$ cat src/rtl/bram_pin_shifter_pkg.sv
// Shared types and sizing helpers for the BRAM pin-shifter stimulus/response engine.
package bram_pin_shifter_pkg;

    typedef enum logic [2:0] {
        IDLE   = 3'd0,
        SHIFT  = 3'd1,
        STROBE = 3'd2,
        READ   = 3'd3,
        RESP   = 3'd4
    } state_t;

    localparam int DEF_DIN_N  = 8;
    localparam int DEF_DOUT_N = 8;

    // One extra bit above the longest phase so the counter never needs to wrap.
    function automatic int cnt_width(input int a, input int b);
        return $clog2((a > b) ? a : b) + 1;
    endfunction

endpackage

$ cat src/rtl/bram_pin_shifter.sv
// Serial stimulus/response engine: shifts a stimulus word MSB-first onto dut_di,
// pulses dut_stb, then shifts dut_do back in and offers it as a response word.
module bram_pin_shifter
    import bram_pin_shifter_pkg::*;
#(
    parameter int DIN_N  = DEF_DIN_N,
    parameter int DOUT_N = DEF_DOUT_N
) (
    input  logic              clk,
    input  logic              rst_n,
    input  logic              in_valid,
    output logic              in_ready,
    input  logic [DIN_N-1:0]  in_data,
    output logic              out_valid,
    input  logic              out_ready,
    output logic [DOUT_N-1:0] out_data,
    output logic              dut_di,
    output logic              dut_stb,
    input  logic              dut_do,
    output logic              busy
);

    localparam int            CW         = cnt_width(DIN_N, DOUT_N);
    localparam logic [CW-1:0] SHIFT_LOAD = CW'(DIN_N - 1);
    localparam logic [CW-1:0] READ_LOAD  = CW'(DOUT_N - 1);

    state_t            state;
    state_t            state_next;
    logic [CW-1:0]     cnt;
    logic [CW-1:0]     cnt_next;
    logic [DIN_N-1:0]  sreg;
    logic [DIN_N-1:0]  sreg_next;
    logic              di_next;
    logic              stb_next;
    logic              cnt_zero;

    assign cnt_zero = (cnt == '0);

    // NOTE: sequential state uses non-blocking assignments so every register
    // samples the pre-edge values, independent of statement order.
    always_ff @(posedge clk) begin
        if (!rst_n) begin
            state <= IDLE;
        end else begin
            state <= state_next;
        end
    end

    // NOTE: every always_comb output gets a default first, so no path can
    // leave it unassigned and infer a latch.
    always_comb begin
        state_next = state;
        case (state)
            IDLE:    if (in_valid)  state_next = SHIFT;
            SHIFT:   if (cnt_zero)  state_next = STROBE;
            STROBE:                 state_next = READ;
            READ:    if (cnt_zero)  state_next = RESP;
            RESP:    if (out_ready) state_next = IDLE;
            default:                state_next = IDLE;
        endcase
    end

    always_comb begin
        in_ready  = (state == IDLE);
        out_valid = (state == RESP);
        busy      = (state != IDLE);

        sreg_next = sreg;
        if (state == IDLE && in_valid) begin
            sreg_next = in_data;
        end else if (state == SHIFT) begin
            // Rotate rather than shift: the low bits only matter until they reach the MSB.
            sreg_next = {sreg[DIN_N-2:0], sreg[DIN_N-1]};
        end

        // dut_di/dut_stb are registered, so they are computed for the upcoming cycle.
        di_next  = (state_next == SHIFT) ? sreg_next[DIN_N-1] : 1'b0;
        stb_next = (state_next == STROBE);
    end

    // Counter reloads on each state entry and otherwise counts down to zero and holds.
    always_comb begin
        cnt_next = cnt;
        if (state_next != state) begin
            case (state_next)
                SHIFT:   cnt_next = SHIFT_LOAD;
                READ:    cnt_next = READ_LOAD;
                default: cnt_next = '0;
            endcase
        end else if (!cnt_zero) begin
            cnt_next = cnt - CW'(1);
        end
    end

    always_ff @(posedge clk) begin
        if (!rst_n) begin
            cnt      <= '0;
            sreg     <= '0;
            dut_di   <= 1'b0;
            dut_stb  <= 1'b0;
            out_data <= '0;
        end else begin
            cnt     <= cnt_next;
            sreg    <= sreg_next;
            dut_di  <= di_next;
            dut_stb <= stb_next;
            // First sample lands in the MSB after DOUT_N shifts; frozen outside READ.
            if (state == READ) begin
                out_data <= {out_data[DOUT_N-2:0], dut_do};
            end
        end
    end

endmodule

$ cat config.mk
export PLATFORM = sky130hd
export DESIGN_NAME = bram_pin_shifter
export DESIGN_NICKNAME = d
export VERILOG_FILES = /design/src/rtl/bram_pin_shifter_pkg.sv /design/src/rtl/bram_pin_shifter.sv
export SDC_FILE = /design/constraint.sdc
export NUM_CORES = 1
export LEC_CHECK = 0
export CAP_MARGIN = 20
export CELL_PAD_IN_SITES_DETAIL_PLACEMENT = 0
export CELL_PAD_IN_SITES_GLOBAL_PLACEMENT = 1
export CORE_MARGIN = 2
export CORE_UTILIZATION = 36
export CTS_CLUSTER_DIAMETER = 200
export CTS_CLUSTER_SIZE = 12
export DETAILED_ROUTE_END_ITERATION = 10
export PLACE_DENSITY_LB_ADDON = 0.1
export SLEW_MARGIN = 0
export SYNTH_ARGS = -nofsm -noshare
export SYNTH_HDL_FRONTEND = slang
export SYNTH_SLANG_ARGS = --single-unit
$ cat constraint.sdc
create_clock -name clk -period 1.55 [get_ports clk]
set_input_delay 0.465 -clock clk [delete_from_list [all_inputs] [get_ports clk]]
set_output_delay 0.465 -clock clk [all_outputs]
set_load 0.02 [all_outputs]
After elaboration in Yosys (flattened, before gate mapping)
Index checks and enable logic that the tools add are counted.

Reduce and logical (&&, ||, !) cells: 7. Mux-type cells: 10. Eq/ne operators: 9. $add $sub $neg: 1.

Operators with widths (count): 8-bit 2-to-1 mux (2); 3-bit 2-to-1 mux (5); 3-bit one-hot mux with 5 select lines (1); 3-bit by 2-bit == test with 1-bit output, second input constant (4); 4-bit 2-to-1 mux (2); 3-bit by 1-bit == test with 1-bit output, second input constant (2); 4-bit logical NOT (1); 4-bit by 1-bit subtractor with 4-bit output, second input constant (1); 3-bit == test, second input constant (1); 3-bit logical NOT (1); 3-bit inequality test (1); 3-bit nonzero test (1); 2-bit by 1-bit inequality test with 1-bit output, second input constant (1); 2-bit AND reduction (1); 2-bit nonzero test (1); 2-bit OR reduction (1); 1-bit logical AND (1).

Output and inout port bits: 13. Input port bits: 13. Word-level logic and storage cells: 34. Register bits after elaboration: 25.

Longest topological paths before layout
Depth after elaboration: 7. Mapped depth: 6. Gate-level depth less buffers: 6.

Worst setup path after synthesis
Ideal clock, no wire load.

Path kind: reg-to-output. Start point: reg state[1]. End point: out in_ready. Cell stages (with the launch flop): 4. Arrival: 1.145 ns. Path buffers: 1. Slack: -0.060 ns. Data required time: 1.085 ns. Path through: dfxtp_1 buf_2 or3_1 inv_1.

Cells in the longest elaborated chain, start to end: 1.

RTL lines: start: declaration (line bram_pin_shifter.sv:27) `state_t state;`; start signal: assignment (line bram_pin_shifter.sv:45) `state <= state_next;`; 3-bit logical NOT (line bram_pin_shifter.sv:64) `in_ready = (state == IDLE);`; end: declaration (line bram_pin_shifter.sv:12) `output logic in_ready,`.

No other way between the ends.

Worst setup path in the final report
Start point: reg state[2]. End point: out in_ready.

The elaborated chain is that of the path after synthesis.

==> out/qor.yml <==
status: "finished with violations"
violations: "negative setup slack"
core-area_um2: 3050
rsz0062_at_grt: "yes"
grt-ovfl-total: 0
register_area_um2: 504
drt_iter0_markers: 25
fmax_mhz: 596
p_total_mw: 1.88
grt_pass1_wl_um: 3980
io_pins: 26
finalWirelength_um: 2380
critical_path_class: "register to output port"
startpoint_type: "register"
seq_area_frac_synth_pct: 43.4
n_antenna_cell: 0
drtAntennaViolNets: 0
avgSynthCellArea_um2: 8.93
io_buffers: 25
vias: 1011
power_density_nw_per_um2: 1180
die_w_um: 60.6
hold_path_class: "register to register"
antenna_found_initial: 0
dp_hpwl_um: 1760
grtUsageMet1_pct: 16.8
grt_pass1_vias: 954
ir_worst_vdd_mv: 0.547
clk_path_buf_depth: 2
numCtsBuffers: 3
drc: 0
dr.pass1.iters: 2
die_h_um: 60.6
fin_ws_ns: -0.127
wl_per_cell_um: 11.4
ys_types: 31
finalCritPeriodShare_pct: 108
hold_violations: 0
die-area_um2: 3670
cts_setup_buffers: 0
slew_headroom_pct: 77.4
fin_crit_ns: 1.68
worst-slew-pin-transition_ns: 0.338
crit_end: "in_ready"
h-tree-depth: 1
path_max_fanout: 2
area_delta_synth_final_pct: 37.5
worstPathCellList: "or3_4, inv_2, buf_6"
final_max_slew_viol_count: 0
worst_setup_path_end_kind: "output port"
finalNetCount: 180
fp-row-count: 20
setup_violations: 2
synth_fp_nets: 143
crit_buf_inv: 2
crit_family: "simple AND/OR/NAND/NOR gates"
start_util_pct: 37.7
cts.clk_slew.worst_paths_ns: 0.14
slowest_delay_ns: 0.39
grt_use_total_pct: 14.2
cap_violations: 0
clkLatencyLatePin_ns: 0.32
use_met3_pct: 1.92
crit_cells: 3
cpMaxStageDelayCell: "or3_4"
cts_hold_buf: 0
cts_tree: "built"
grt_max_degree: 21
drive_gt1_share_pct: 23.0
synth.yosys.warnings: 0
gp_congestion: 0.805
root_buffer: "clkbuf_4"
multi_input_area_um2: 626
use_met2_pct: 25.2
power_leakage_nw: 0.627
r2r_slack_ns: 0.10
num-fill-cells: 324
cts.sinks: 25
ys_ff_latch: 25
netlist_area_um2: 1150
cp.required_ns: 1.08
skew_ns: 0.00607
via_per_inst: 4.84
r2r_start: "state[2]"
gr-max-usage-layer: "met2"
cp.arrival_ns: 1.21
synthesis.instances: 129
cp-startpoint: "state[2]"
final.setup.tns_ns: -0.230
rr_worst_depth: 6
rr_endpoint: "sreg[6]"
layer usage:
metal	routed length [um]	vias to the layer above
met1	1150	465
met4	37	0
met3	80	5
met5	0	-
li1	-	524
met2	1120	17
worst min-delay path, cell delays in order (launching register included):
cell	delay (ns)
dfxtp_1	0.33
nand2_1	0.05
a21boi_0	0.07
cells in the mapped netlist (all sizes together):
| library cell | number | area (um^2) |
|---|---|---|
| inv | 3 | 11.3 |
| mux2i | 7 | 70.1 |
| ha | 1 | 12.5 |
| or3 | 2 | 12.5 |
| and2 | 1 | 6.26 |
| nor4bb | 1 | 16.3 |
| nor2 | 8 | 30.0 |
| xor2 | 1 | 8.76 |
| clkbuf | 3 | 11.3 |
| a21boi | 10 | 75.1 |
| nor3 | 5 | 25.0 |
| mux2 | 1 | 11.3 |
| o21ai | 11 | 55.1 |
| a31oi | 1 | 6.26 |
| nand2 | 13 | 48.8 |
| nand3 | 9 | 45.0 |
| o22ai | 1 | 6.26 |
| a21oi | 10 | 50.1 |
| nand2b | 2 | 12.5 |
| dfxtp | 25 | 500 |
| buf | 5 | 31.3 |
| nor3b | 2 | 20.0 |
| a211oi | 1 | 7.51 |
| a2111oi | 1 | 27.5 |
| nor2b | 5 | 51.3 |
power by group:
group | leakage [nW] | total (mW) | switching [mW] | internal [mW]
logic | 0.404 | 0.784 | 0.390 | 0.394
registers | 0.206 | 0.803 | 0.0635 | 0.739
clock network | 0.0177 | 0.289 | 0.192 | 0.0965
flip-flops by register name, indices dropped and copies added (netlist names):
signal,cells
cnt,4
dut_di,1
state,3
dut_stb,1
out_data,8
sreg,8
area by class of cell:
cell class,instances,share of cell area [%]
Multi-Input combinational cell,93,39.5
Sequential cell,25,31.8
Timing Repair Buffer,40,22.7
Tap cell,44,3.48
Clock buffer,3,1.42
Inverter,3,0.711
Clock inverter,1,0.316
layout by cell type (no fill, tap or decap), drive strengths merged, types with 2 or more instances in the layout:
cell and count:
dfxtp 25, buf 18, nand2 13, clkdlybuf4s50 12, o21ai 11, a21oi 10
a21boi 10, nand3 9, nor2 8, dlygate4sd2 8, mux2i 7, nor3 5
nor2b 5, clkbuf 3, inv 3, nand2b 2, clkdlybuf4s15 2, or3 2
nor3b 2
how the worst min path moves through the flow:
stage                     slack (ns)     endpoint  depth (start not counted)         from
after floorplan                 0.50       cnt[1]                          2       cnt[1]
after detailed placement        0.47  out_data[7]                          2  out_data[7]
final                           0.48  out_data[7]                          2  out_data[7]
after global routing            0.52  out_data[4]                          2  out_data[4]
after global placement          0.45  out_data[7]                          2  out_data[7]
after CTS                       0.49  out_data[7]                          2  out_data[7]
timing repair:
| item | 4_1_cts | 5_1_grt |
|---|---|---|
| pin swaps | 2 | 1 |
| cloned | 0 | 0 |
| endpoints found under the setup margin | 13 | 11 |
| resized for setup | 31 | 8 |
kinds of logic after synthesis:
| kind of cell | synth area share, % |
|---|---|
| and+or+nand+nor | 23.2 |
| buffers and inverters | 4.67 |
| adders and majority gates | 1.09 |
| DFF | 43.4 |
| muxes | 7.06 |
| AOI/OAI and AO/OA | 19.8 |
| xor gates and xnor gates | 0.760 |
stage by stage:
stage	instance area [um^2]	hold WS [ns]	instances	utilization [%]	setup WS, ns
floorplan	1160	0.500	129	-	0.0618
global placement	1530	0.452	205	50.2	-0.234
detailed placement	1530	0.472	205	50.2	-0.267
CTS	1560	0.488	209	51.0	-0.139
global route	1580	0.522	209	51.9	-0.172
finish	1580	0.482	209	51.9	-0.127
(Power assumes the default switching activity.)
